===== config.mk =====
export PLATFORM = sky130hd
export DESIGN_NAME = cpu_run_sequencer_flat
export DESIGN_NICKNAME = d
export VERILOG_FILES = /design/src/rtl/cpu_pkg.sv /design/src/rtl/cpu_run_sequencer_if.sv /design/src/rtl/cpu_run_sequencer_pc_next_calc.sv /design/src/rtl/cpu_run_sequencer.sv /design/src/flat_wrapper.sv
export SDC_FILE = /design/constraint.sdc
export NUM_CORES = 1
export LEC_CHECK = 0
export BUFFER_PORTS_ARGS = -buffer_cell sky130_fd_sc_hd__buf_2
export CAP_MARGIN = 20
export CORE_MARGIN = 8
export CORE_UTILIZATION = 24
export DETAILED_ROUTE_END_ITERATION = 16
export GPL_TIMING_DRIVEN = 0
export PLACE_DENSITY_LB_ADDON = 0.25
export SETUP_SLACK_MARGIN = 0.3
export SYNTH_ARGS = -nofsm -noshare
export SYNTH_HDL_FRONTEND = slang
export SYNTH_SLANG_ARGS = --single-unit
export TNS_END_PERCENT = 100

===== constraint.sdc =====
create_clock -name Clock -period 3.2 [get_ports Clock]
set_input_delay 0.16 -clock Clock [delete_from_list [all_inputs] [get_ports Clock]]
set_output_delay 0.16 -clock Clock [all_outputs]
set_load 0.05 [all_outputs]

===== src/rtl/cpu_pkg.sv =====
`default_nettype none
// ============================================================================
// Module   : cpu_pkg
// Brief    : Shared types and field bounds for the 24-bit run sequencer.
// Revision : 1.0 - initial release
// ============================================================================
package cpu_pkg;

    localparam int WORD_W = 24;
    localparam int OPC_HI = 23;
    localparam int OPC_LO = 20;
    localparam int IMM_HI = 11;
    localparam int IMM_LO = 0;

    localparam logic [3:0]        HALT_OPCODE_DEF = 4'hF;
    localparam logic [WORD_W-1:0] PC_STEP_DEF     = 24'd3;

    typedef enum logic [2:0] {
        ST_IDLE      = 3'd0,
        ST_FETCH     = 3'd1,
        ST_EXEC      = 3'd2,
        ST_WAIT_STEP = 3'd3,
        ST_HALT      = 3'd4,
        ST_ERROR     = 3'd5
    } state_t;

endpackage
`default_nettype wire


===== src/rtl/cpu_run_sequencer_if.sv =====
`default_nettype none
// ============================================================================
// Module   : cpu_run_sequencer_if
// Brief    : Control, fetch and datapath bundle between sequencer and system.
// Revision : 1.0 - initial release
// ============================================================================
interface cpu_run_sequencer_if;
    import cpu_pkg::*;

    logic              Start;
    logic              StepMode;
    logic              Step;
    logic              ImemReq;
    logic [WORD_W-1:0] ImemAddr;
    logic              ImemAck;
    logic [WORD_W-1:0] ImemData;
    logic [WORD_W-1:0] Instruction;
    logic [WORD_W-1:0] PC;
    logic              ExecEn;
    logic              BranchTaken;
    logic              Halted;
    logic              Error;
    logic [15:0]       InstrCount;

    modport master (
        input  Start, StepMode, Step, ImemAck, ImemData, BranchTaken,
        output ImemReq, ImemAddr, Instruction, PC, ExecEn, Halted, Error,
               InstrCount
    );

    modport slave (
        output Start, StepMode, Step, ImemAck, ImemData, BranchTaken,
        input  ImemReq, ImemAddr, Instruction, PC, ExecEn, Halted, Error,
               InstrCount
    );

endinterface
`default_nettype wire


===== src/rtl/cpu_run_sequencer_pc_next_calc.sv =====
`default_nettype none
// ============================================================================
// Module   : pc_next_calc
// Brief    : Next-PC adder: PC + step, plus sign-extended imm12 when branching.
// Revision : 1.0 - initial release
// ============================================================================
module pc_next_calc
    import cpu_pkg::*;
#(
    parameter logic [WORD_W-1:0] PC_STEP = PC_STEP_DEF
) (
    input  wire logic [WORD_W-1:0] i_pc,
    input  wire logic [11:0]       i_imm12,
    input  wire logic              i_branch_taken,
    output logic      [WORD_W-1:0] o_pc_next
);

    logic [WORD_W-1:0] w_offset;

    // Sums are deliberately WORD_W wide so the address space wraps.
    assign w_offset  = i_branch_taken ? {{(WORD_W-12){i_imm12[11]}}, i_imm12} : '0;
    assign o_pc_next = i_pc + PC_STEP + w_offset;

endmodule
`default_nettype wire


===== src/rtl/cpu_run_sequencer.sv =====
`default_nettype none
// ============================================================================
// Module   : cpu_run_sequencer
// Brief    : Multi-cycle fetch/execute sequencer owning the PC register.
// Revision : 1.0 - initial release
// ============================================================================
module cpu_run_sequencer
    import cpu_pkg::*;
#(
    parameter logic [WORD_W-1:0] RESET_PC    = 24'd0,
    parameter logic [WORD_W-1:0] PC_STEP     = PC_STEP_DEF,
    parameter logic [3:0]        HALT_OPCODE = HALT_OPCODE_DEF,
    parameter int                TIMEOUT     = 8
) (
    input  wire logic               Clock,
    input  wire logic               Reset,
    cpu_run_sequencer_if.master     bus
);

    localparam int                  c_tmo_w    = $clog2(TIMEOUT + 1);
    localparam logic [c_tmo_w-1:0]  c_tmo_last = c_tmo_w'(TIMEOUT - 1);

    state_t              r_state;
    state_t              w_state_nxt;
    logic [WORD_W-1:0]   r_pc;
    logic [WORD_W-1:0]   r_instr;
    logic [WORD_W-1:0]   w_pc_next;
    logic [15:0]         r_count;
    logic [c_tmo_w-1:0]  r_tmo;
    logic                w_is_halt;

    assign w_is_halt = (bus.ImemData[OPC_HI:OPC_LO] == HALT_OPCODE);

    pc_next_calc #(
        .PC_STEP        (PC_STEP)
    ) u_pc_next (
        .i_pc           (r_pc),
        .i_imm12        (r_instr[IMM_HI:IMM_LO]),
        .i_branch_taken (bus.BranchTaken),
        .o_pc_next      (w_pc_next)
    );

    always_ff @(posedge Clock) begin
        if (Reset) begin
            r_state <= ST_IDLE;
            r_pc    <= RESET_PC;
            r_instr <= '0;
            r_count <= '0;
            r_tmo   <= '0;
        end else begin
            r_state <= w_state_nxt;
            case (r_state)
                ST_FETCH: begin
                    if (bus.ImemAck) begin
                        r_instr <= bus.ImemData;
                    end
                    // Counter clears on ack so every fetch gets a fresh budget.
                    if (bus.ImemAck || (r_tmo == c_tmo_last)) begin
                        r_tmo <= '0;
                    end else begin
                        r_tmo <= r_tmo + 1'b1;
                    end
                end
                ST_EXEC: begin
                    r_pc    <= w_pc_next;
                    r_count <= r_count + 16'd1;
                end
                default: ;
            endcase
        end
    end

    always_comb begin
        w_state_nxt = r_state;
        case (r_state)
            ST_IDLE, ST_HALT: begin
                if (bus.Start) w_state_nxt = ST_FETCH;
            end
            ST_FETCH: begin
                // A halt word is latched but never executed; PC stays put.
                if (bus.ImemAck) begin
                    w_state_nxt = w_is_halt ? ST_HALT : ST_EXEC;
                end else if (r_tmo == c_tmo_last) begin
                    w_state_nxt = ST_ERROR;
                end
            end
            ST_EXEC: begin
                w_state_nxt = bus.StepMode ? ST_WAIT_STEP : ST_FETCH;
            end
            ST_WAIT_STEP: begin
                if (!bus.StepMode || bus.Step) w_state_nxt = ST_FETCH;
            end
            ST_ERROR: w_state_nxt = ST_ERROR;
            default:  w_state_nxt = ST_IDLE;
        endcase
    end

    assign bus.ImemReq     = (r_state == ST_FETCH);
    assign bus.ImemAddr    = r_pc;
    assign bus.PC          = r_pc;
    assign bus.Instruction = r_instr;
    assign bus.ExecEn      = (r_state == ST_EXEC);
    assign bus.Halted      = (r_state == ST_HALT);
    assign bus.Error       = (r_state == ST_ERROR);
    assign bus.InstrCount  = r_count;

endmodule
`default_nettype wire


===== src/flat_wrapper.sv =====
// flat-port wrapper written by rule: the top's interface ports become plain ports
module cpu_run_sequencer_flat import cpu_pkg::*;
#(
    parameter logic [WORD_W-1:0] RESET_PC    = 24'd0,
    parameter logic [WORD_W-1:0] PC_STEP     = PC_STEP_DEF,
    parameter logic [3:0]        HALT_OPCODE = HALT_OPCODE_DEF,
    parameter int                TIMEOUT     = 8
)
  (Clock, Reset, bus_Start, bus_StepMode, bus_Step, bus_ImemAck, bus_ImemData, bus_BranchTaken, bus_ImemReq, bus_ImemAddr, bus_Instruction, bus_PC, bus_ExecEn, bus_Halted, bus_Error, bus_InstrCount);
  cpu_run_sequencer_if bus_i ();
  input  wire logic Clock;
  input  wire logic Reset;
  input wire logic [$bits(bus_i.Start)-1:0] bus_Start;
  input wire logic [$bits(bus_i.StepMode)-1:0] bus_StepMode;
  input wire logic [$bits(bus_i.Step)-1:0] bus_Step;
  input wire logic [$bits(bus_i.ImemAck)-1:0] bus_ImemAck;
  input wire logic [$bits(bus_i.ImemData)-1:0] bus_ImemData;
  input wire logic [$bits(bus_i.BranchTaken)-1:0] bus_BranchTaken;
  output wire logic [$bits(bus_i.ImemReq)-1:0] bus_ImemReq;
  output wire logic [$bits(bus_i.ImemAddr)-1:0] bus_ImemAddr;
  output wire logic [$bits(bus_i.Instruction)-1:0] bus_Instruction;
  output wire logic [$bits(bus_i.PC)-1:0] bus_PC;
  output wire logic [$bits(bus_i.ExecEn)-1:0] bus_ExecEn;
  output wire logic [$bits(bus_i.Halted)-1:0] bus_Halted;
  output wire logic [$bits(bus_i.Error)-1:0] bus_Error;
  output wire logic [$bits(bus_i.InstrCount)-1:0] bus_InstrCount;
  assign bus_i.Start = bus_Start;
  assign bus_i.StepMode = bus_StepMode;
  assign bus_i.Step = bus_Step;
  assign bus_i.ImemAck = bus_ImemAck;
  assign bus_i.ImemData = bus_ImemData;
  assign bus_i.BranchTaken = bus_BranchTaken;
  assign bus_ImemReq = bus_i.ImemReq;
  assign bus_ImemAddr = bus_i.ImemAddr;
  assign bus_Instruction = bus_i.Instruction;
  assign bus_PC = bus_i.PC;
  assign bus_ExecEn = bus_i.ExecEn;
  assign bus_Halted = bus_i.Halted;
  assign bus_Error = bus_i.Error;
  assign bus_InstrCount = bus_i.InstrCount;
  cpu_run_sequencer #(.RESET_PC(RESET_PC), .PC_STEP(PC_STEP), .HALT_OPCODE(HALT_OPCODE), .TIMEOUT(TIMEOUT)) u_core (.Clock(Clock), .Reset(Reset), .bus(bus_i));
endmodule

==> results.md, run 1 <==
- Asr flop ratio synth: 0%
- Initial antenna violation count: 1
- Synth top area share: 32.04%
- Post-DP HPWL: 10.47 mm
- CP max FO: 5
- Fin util: 31.90%
- Initial DRC Count: 133
- Gr ovfl total: 0
- DRT Wirelength: between 10 and 15 mm
- Final Setup Violations: 0
- Drt wl/cell: 14.11 um
- Final WS setup: 0.3748 ns
- CTS tree: done
- Gate Count Post-Synth: 561
- Fmax achieved: 0.3540 GHz
- CP endpoint kind: flop
- Post-synth top area cell: dfxtp_1
- TritonCTS Buffers: 9
- CTS H-Tree Depth: 3
- Kind of critical path: flop to flop
- First-pass GRT wire length: between 20 and 25 mm
- FP Rows: roughly 50
- CP startpoint kind: flop
- DP Worst Slack: -0.2083 ns
- Hold buffers post-CTS: 0
- Hold Crit Class: input pin to flop
- Root buffer cell: clkbuf_16
- Post-synth EDFFs: 0
- Initial core utilization: about a quarter
- Period utilization: 88.29%
- Slew @ Worst Pin: 0.5821 ns
- Reg clk slew, reported paths: 0.06 ns
- Die Y: approximately 150 um
- Syn avg cell area: roughly 7.9 um^2
- P_leak: 2.800 nW
- MaxCap Viol Count: 0
- PortBufs: 122
- Leading cell type in the layout, fill and taps excluded: buf_2
- Outcome: finished, final reports clean
- Most frequent cells in the layout: buf_2 (122), nand2_1 (108), dfxtp_1 (67)
- Vias/cell: 4.487
- Drt first pass iters: 4
- Clk_skew: 0.006930 ns
- Synth-to-layout area growth: 29.58%
- Post-route ant nets: 0
- Die width: 152.0 um
- Yosys cell types: 59
- Critical Path AT: just over 3 ns
- Share of layout cells above drive strength 1: 27.35%
- CTS max path bufs: 2
- WP data required: 3.42 ns
- Register area share after synthesis: 32.04%
- Full die area: 0.02309 mm^2
- Core ar.: 0.01802 mm^2
- #FFs+latches synth: 71
- Nets: 766
- Final GP Congestion: ~0.80
- RSZ-0062 raised after global routing: yes
- Cell Area, Synth: 0.004437 mm^2
- DR vias: 4182
- DRC: 0
- Final Hold Viols: 0
- VDD IR max: 229.7 uV
- Syn_nets: 630
- I/O pin count: 123
- Gr usage total: 11.49%
- Synth top area cells: dfxtp_1 (32%), ha_1 (10%), nand2_1 (9.2%)
- Final min period: ~2.8 ns
- Slew margin rel.: 61.19%
- Filler cell count: 2009
- Vias in the first global route: between 4000 and 5000
- Pwr Density: 393.0 mW/mm^2
- Worst-Skew Late Latency: 0.33 ns
- Yosys warns: 0
- CTS Sinks: a little over 70
- Final Max Tran Viols: 0
- Most used DFF post-synth: dfxtp_1
- Largest net degree at the start of global routing: 12
==> cells in the mapped netlist (all sizes together) (8+ instances only) <==
cell    number
a21oi       65
ha          37
o21ai       21
nand4        8
xnor2       22
nand2      109
nor2        34
dfxtp       71
and2        14
nand3       11
buf         29
xor2        16
and3        16
clkbuf      21
inv         12
==> kinds of logic after synthesis <==
group / share of synthesized area, %
xor gates and xnor gates: 7.501
AOI/OAI and AO/OA: 18.13
and+or+nand+nor: 22.98
DFF: 32.04
adders and majority gates: 10.89
muxes: 0.4794
buffers and inverters: 7.981
==> metal layers <==
| metal | routed length [um] | vias up | part of all wire, % | GRT usage [%] |
|---|---|---|---|---|
| li1 | - | 2198 | - | - |
| met2 | 5740 | 92 | 44 | 18.19 |
| met1 | 6218 | 1876 | 47 | 13.92 |
| met4 | 211 | 2 | 1.6 | 3.442 |
| met3 | 967 | 14 | 7.4 | 4.770 |
| met5 | 12 | - | 0.091 | 0 |
==> critical path, cell delays in order (launching register included) <==
cell and delay (ns):
dfxtp_1 0.32, and2_1 0.14, ha_1 0.28, ha_1 0.42, and3_1 0.24, a221oi_4 0.08
buf_4 0.16, o41ai_4 0.43, o2111ai_1 0.18, nand3_1 0.14, mux2_1 0.32
==> final cells by class <==
class / count / area [um^2] / share of cell area [%]
Multi-Input combinational cell: 427 / 2743 / 47.70
Sequential cell: 71 / 1426 / 24.81
Timing Repair Buffer: 125 / 633.1 / 11.01
Buffer: 50 / 312.8 / 5.441
Tap cell: 229 / 286.5 / 4.984
Clock buffer: 12 / 246.5 / 4.287
Inverter: 13 / 53.80 / 0.9358
Clock inverter: 4 / 45.04 / 0.7835
Antenna cell: 1 / 2.502 / 0.04353
==> final timing paths <==
kind                            slack, ns  cells past startpoint                                     from                                      end
worst max register to register       0.37                     10   u_core.bus.Instruction[6]$_SDFFE_PP0P_     u_core.bus.ImemAddr[23]$_SDFFE_PP0P_
worst min register to register       0.45                      2  u_core.bus.Instruction[15]$_SDFFE_PP0P_  u_core.bus.Instruction[15]$_SDFFE_PP0P_
worst max-delay path                 0.37                     10   u_core.bus.Instruction[6]$_SDFFE_PP0P_     u_core.bus.ImemAddr[23]$_SDFFE_PP0P_
worst min-delay path                 0.06                      3                          bus_ImemData[1]   u_core.bus.Instruction[1]$_SDFFE_PP0P_
==> timing repair <==
item,in CTS,in global routing
setup buffers,3,0
cloned,0,0
pin swaps,2,5
setup endpoints to repair,5,10
gates resized for setup,7,16
==> sequential cells by signal, summed over array words and instances, names as in the netlist <==
name / count
u_core.r_state: 3
u_core.bus.Instruction: 24
u_core.r_tmo: 4
u_core.bus.ImemAddr: 24
u_core.bus.InstrCount: 16
==> where the power goes <==
group / total (mW) / internal (mW) / switching (mW)
Combinational: 0.324 / 0.0961 / 0.228
Sequential: 0.935 / 0.909 / 0.0250
Clock: 1.00 / 0.621 / 0.380
Total: 2.26 / 1.63 / 0.632
==> stage by stage <==
stage / setup TNS (ns) / area [um^2] / total power [mW] / hold slack, ns / cells
floorplan: 0 / 4443 / 1.179 / 0.2885 / 561
global placement: -0.1994 / 5340 / 1.278 / 0.4000 / 912
detailed placement: -0.2409 / 5340 / 1.279 / 0.3981 / 912
CTS: 0 / 5693 / 2.298 / 0.03706 / 931
global route: 0 / 5747 / 2.372 / 0.05119 / 931
finish: 0 / 5749 / 2.259 / 0.05751 / 932
Power figures use the tool's default switching activity.
==> run 2: changes to the inputs <==
Settings changed: BUFFER_PORTS_ARGS -buffer_cell sky130_fd_sc_hd__buf_2 to -buffer_cell sky130_fd_sc_hd__clkbuf_2, CELL_PAD_IN_SITES_DETAIL_PLACEMENT set to 1, CELL_PAD_IN_SITES_GLOBAL_PLACEMENT set to 1.
==> results.md, run 2 (same netlist as run 1, synthesis figures left out) <==
- Net Sw Frac: 29.59%
- Leading cell type in the layout, fill and taps excluded: clkbuf_2
- Drt first pass iters: 4
- Root buffer cell: clkbuf_16
- Hold_ws: ~0.047 ns
- Critical Path AT: 3.03 ns
- P_leak: roughly 2.7 nW
- CP max FO: 5
- Critical path depth in cells: 10
- Critical path's most frequent cell: ha_1
- CTS tree: done
- Share of layout cells above drive strength 1: 28.69%
- Synth-to-layout area growth: 29.95%
- Vias in the first global route: approximately 4700
- First-pass GRT wire length: between 20 and 25 mm
- Slowest CP cell: o41ai_4
- Slew margin rel.: 57.90%
- Final WS setup: 0.3916 ns
- Clk_skew: ~0.0043 ns
- Fin util: 31.99%
- Hold buffers post-CTS: 0
- Part of the power in registers: 42.7%
- CP startpoint: u_core.bus.Instruction[6]$_SDFFE_PP0P_
- FP Rows: just under 50
- Clock group share of total power: 42.2%
- CP startpoint kind: flop
- PortBufs: 122
- I/O pin count: 123
- Internal Power: 1.544 mW
- Multi-input logic area: 0.002758 mm^2
- Largest net degree at the start of global routing: 12
- End of the critical path: u_core.bus.ImemAddr[23]$_SDFFE_PP0P_
- CTS H-Tree Depth: 3
- Period utilization: between 80% and 90%
- Most frequent cells in the layout: clkbuf_2 (128), nand2_1 (108), dfxtp_1 (66)
- Final Setup Violations: 0
- Register area: 0.001428 mm^2
- VDD IR max: 229.4 uV
- RR Startpoint: u_core.bus.Instruction[6]$_SDFFE_PP0P_
- Final Max Tran Viols: 0
- RSZ-0062 raised after global routing: yes
- Full die area: 0.02309 mm^2
- CTS max path bufs: 2
- Nets: 769
- Final GP Congestion: 0.8130
- CP endpoint kind: flop
- CTS Sinks: 71
- Pwr Density: 380.3 mW/mm^2
- Reg clk slew, reported paths: 0.06 ns
- DR vias: between 4000 and 5000
- Setup TNS: 0 ns
- Final Hold Viols: 0
- Drt wl/cell: 15.86 um
- Vias/cell: 4.688
- Gr ovfl total: 0
- Hold Crit Class: input pin to flop
- TritonCTS Buffers: 9
- MaxCap Viol Count: 0
- Flop2flop setup slack: 0.39 ns
- Kind of critical path: flop to flop
- Filler cell count: around 2200
- CP top delay family: adder cells
- Outcome: finished, final reports clean
- Fmax achieved: 0.3561 GHz
- Die Y: 152.0 um
- Die width: 152.0 um
- Switching pwr: 0.6487 mW
- Antenna diode count: 0
- Initial antenna violation count: 0
- Initial DRC Count: 163
- Post-DP HPWL: 11.96 mm
- Slew @ Worst Pin: 0.6314 ns
- Slowest Stage Delay on Critical Path: 0.43 ns
- Crit path buf inv count: 1
- Post-route ant nets: 0
- Gr usage total: 12.66%
- Final min period: around 2.8 ns
- Logic gate share of total power: around 15%
- Depth of the worst register-to-register path: 10
- DRT Wirelength: 14.80 mm
- WP data required: 3.42 ns
- Initial core utilization: 24.61%
- Crit-path cells: and2_1, ha_1, ha_1, and3_1, a221oi_4, buf_4, o41ai_4, o2111ai_1, nand3_1, mux2_1
- Core ar.: 0.01802 mm^2
- Reg-to-reg endpoint: u_core.bus.ImemAddr[23]$_SDFFE_PP0P_
- DP Worst Slack: -0.2254 ns
- DRC: 0
- Tot Pwr: 2.192 mW
- Worst-Skew Late Latency: 0.33 ns
run 2: cell type report:
type / instances / area share (%)
clock inverters: 4 / 0.3906
flip-flops and latches: 71 / 24.76
plain buffers: 50 / 5.534
inverters: 13 / 0.9332
well taps: 229 / 4.970
clock buffers: 11 / 4.210
multi-input cells: 427 / 47.83
repair buffers: 128 / 11.37
run 2: per-layer routing:
layer  up-vias  track usage [%]  wire length (um)
li1       2191                -                 -
met1      2069            15.49              6821
met2       103            20.76              6788
met3        11            4.149              1021
met4         0            3.536               166
met5         -                0                 0
run 2: power by group through the flow:
stage	Combinational, mW	Sequential [mW]	Clock, mW
after floorplan	0.163	1.02	0
after global placement	0.325	0.953	0
after detailed placement	0.331	0.955	0
after CTS	0.334	0.936	0.952
after global routing	0.362	0.940	0.995
final	0.332	0.936	0.925
run 2: how the worst min path moves through the flow:
stage / endpoint / slack [ns] / from / cells after the start
after floorplan: u_core.bus.Instruction[11]$_SDFFE_PP0P_ / 0.29 / bus_ImemData[11] / 2
after global placement: u_core.bus.Instruction[16]$_SDFFE_PP0P_ / 0.38 / bus_ImemData[16] / 3
after detailed placement: u_core.bus.Instruction[1]$_SDFFE_PP0P_ / 0.39 / bus_ImemData[1] / 3
after CTS: u_core.bus.Instruction[2]$_SDFFE_PP0P_ / 0.03 / bus_ImemData[2] / 3
after global routing: u_core.bus.Instruction[1]$_SDFFE_PP0P_ / 0.04 / bus_ImemData[1] / 3
final: u_core.bus.Instruction[2]$_SDFFE_PP0P_ / 0.05 / bus_ImemData[2] / 3
run 2: worst min-delay path, cell delays in order:
cell	delay, ns
clkbuf_2	0.08
nand2_1	0.05
a21oi_1	0.05
run 2: timing repair:
action / in CTS / in global routing
setup endpoints to repair: 6 / 10
pin swaps: 3 / 7
resized for setup: 8 / 25
endpoints found under the hold margin: 0 / 0
buffers inserted: 2 / 4
run 2: through the flow:
stage | std cells | area [um^2]
2_1_floorplan | 561 | 4443
3_3_place_gp | 912 | 5340
3_5_place_dp | 912 | 5340
4_1_cts | 929 | 5652
5_1_grt | 933 | 5766
6_report | 933 | 5766
==> run 3: changes to the inputs <==
Settings changed: GPL_TIMING_DRIVEN 0 to unset.
==> results.md, run 3 (same netlist as run 1, synthesis figures left out) <==
- Met2 usage: 20.17%
- Pwr Density: approximately 430 mW/mm^2
- First-pass GRT wire length: about 24 mm
- Slew margin rel.: 44.00%
- Reg-to-reg endpoint: u_core.bus.ImemAddr[20]$_SDFFE_PP0P_
- DRC: 0
- Final min period: 2.776 ns
- VDD IR max: ~220 uV
- Critical path depth in cells: 9
- Flop2flop setup slack: 0.42 ns
- Root buffer cell: clkbuf_16
- Final Setup Violations: 0
- Period utilization: 86.74%
- Leading cell type in the layout, fill and taps excluded: clkbuf_2
- Crit-path cells: ha_4, ha_1, a21o_1, a21oi_1, o21ba_2, o211ai_1, nand2_1, or4_1, nand3_1
- M3 GR Usage: 4.459%
- Synth-to-layout area growth: 25.86%
- Nets: 728
- Depth of the worst register-to-register path: 9
- Kind of critical path: flop to flop
- Placed cell area: 0.005084 mm^2
- CTS H-Tree Depth: 3
- Gr usage total: 12.64%
- Post-DP HPWL: 11.24 mm
- Most frequent cells in the layout: clkbuf_2 (122), nand2_1 (108), dfxtp_1 (67)
- CTS tree: done
- Final GP Congestion: ~0.83
- Hold path cells: 3
- Met1 usage: 15.47%
- P_leak: 2.591 nW
- WP data required: 3.47 ns
- PortBufs: 122
- RSZ-0062 raised after global routing: yes
- Die Y: 152.0 um
- Hold buffers post-CTS: 0
- Reg clk slew, reported paths: around 0.06 ns
- RR Startpoint: u_core.bus.ImemAddr[2]$_SDFFE_PP0P_
- Setup TNS: 0 ns
- Critical Path AT: 3.05 ns
- Antenna diode count: 0
- Full die area: 0.02309 mm^2
- Vias in the first global route: 4621
- Gr ovfl total: 0
- Share of layout cells above drive strength 1: about a quarter
- Initial DRC Count: 127
- FP Rows: slightly below 50
- Hold_ws: 0.05016 ns
- Crit path buf inv count: 0
- Final WS setup: 0.4242 ns
- Hold Crit Class: input pin to flop
- Fmax achieved: between 0.3 and 0.4 GHz
- DRT Wirelength: 14.78 mm
- Min-delay src: bus_ImemData[10]
- I/O pin count: 123
- CP endpoint kind: flop
- Post-route ant nets: 0
- CTS Sinks: 71
- Largest net degree at the start of global routing: 49
- Initial core utilization: 24.61%
- CP max FO: 4
- Fin util: 30.98%
- TritonCTS Buffers: 9
- Initial antenna violation count: 0
- Slew @ Worst Pin: 0.8400 ns
- GRT Max-Usage Layer: met2
- Drt first pass iters: 4
- End of the worst hold path: u_core.bus.Instruction[10]$_SDFFE_PP0P_
- Final Max Tran Viols: 0
- Clk_skew: 0.008400 ns
- Slowest Stage Delay on Critical Path: 0.53 ns
- DP Worst Slack: 0.2150 ns
- Final Hold Viols: 0
- Drt wl/cell: 16.55 um
- Core ar.: 0.01802 mm^2
- Outcome: finished, final reports clean
- DR vias: 4317
- Final instance area: 0.005584 mm^2
- Slowest CP cell: or4_1
- CTS max path bufs: 2
- Worst-Skew Late Latency: 0.33 ns
- Die width: roughly 150 um
- CP top delay family: compound AO/OA/AOI/OAI gates
- CP startpoint kind: flop
- MaxCap Viol Count: 0
- Vias/cell: 4.834
## run 3: cell types whose count changed in the layout (fill, tap and decap cells not counted), moves of 3 or more
cell / change
buf_4: -16
clkbuf_1: -16
clkbuf_2: -6
ha_4: +3
## run 3: repair_timing
item,CTS,global route
endpoints found under the setup margin,1,8
setup buffers,0,9
resized for setup,1,15
pin swaps,0,14
endpoints found under the hold margin,0,0
cloned,0,0
## run 3: per-layer routing
| layer | share of wire (%) | routed length [um] |
|---|---|---|
| met3 | 7.7 | 1136 |
| met4 | 1.8 | 269 |
| met1 | 47 | 6882 |
| met2 | 44 | 6492 |
| met5 | 0 | 0 |
## run 3: how the worst max path moves through the flow
stage / endpoint / startpoint
5_1_grt: u_core.bus.ImemAddr[21]$_SDFFE_PP0P_ / u_core.bus.Instruction[1]$_SDFFE_PP0P_
3_5_place_dp: u_core.bus.ImemAddr[23]$_SDFFE_PP0P_ / bus_BranchTaken
4_1_cts: u_core.bus.ImemAddr[21]$_SDFFE_PP0P_ / u_core.bus.Instruction[1]$_SDFFE_PP0P_
2_1_floorplan: u_core.bus.ImemAddr[23]$_SDFFE_PP0P_ / u_core.bus.Instruction[11]$_SDFFE_PP0P_
3_3_place_gp: u_core.bus.ImemAddr[23]$_SDFFE_PP0P_ / bus_BranchTaken
6_report: u_core.bus.ImemAddr[20]$_SDFFE_PP0P_ / u_core.bus.ImemAddr[2]$_SDFFE_PP0P_
## run 3: metrics by stage
step	cells	power, mW
finish	893	2.376
global route	893	2.490
floorplan	561	1.179
detailed placement	868	1.273
global placement	868	1.265
CTS	884	2.416
## run 3: cell type report
cell class,instances,area [um^2]
sequential,71,1426
tap,229,286.5
clock inverter,5,80.08
multi-input combinational,427,2758
fill,2193,12440
timing repair buffer,137,726.9
clock buffer,11,252.7
inverter,13,53.80
## run 3: worst reg2reg max path, cell delays in order (launching register included)
cell	delay, ns
dfxtp_1	0.50
ha_4	0.27
ha_1	0.29
a21o_1	0.12
a21oi_1	0.10
o21ba_2	0.26
o211ai_1	0.38
nand2_1	0.17
or4_1	0.53
nand3_1	0.09
## run 3: where the power goes
group,switching (mW),total (mW),internal [mW]
sequential,0.0274,0.937,0.909
clock,0.394,1.12,0.724
combinational,0.232,0.322,0.0901
total,0.653,2.38,1.72
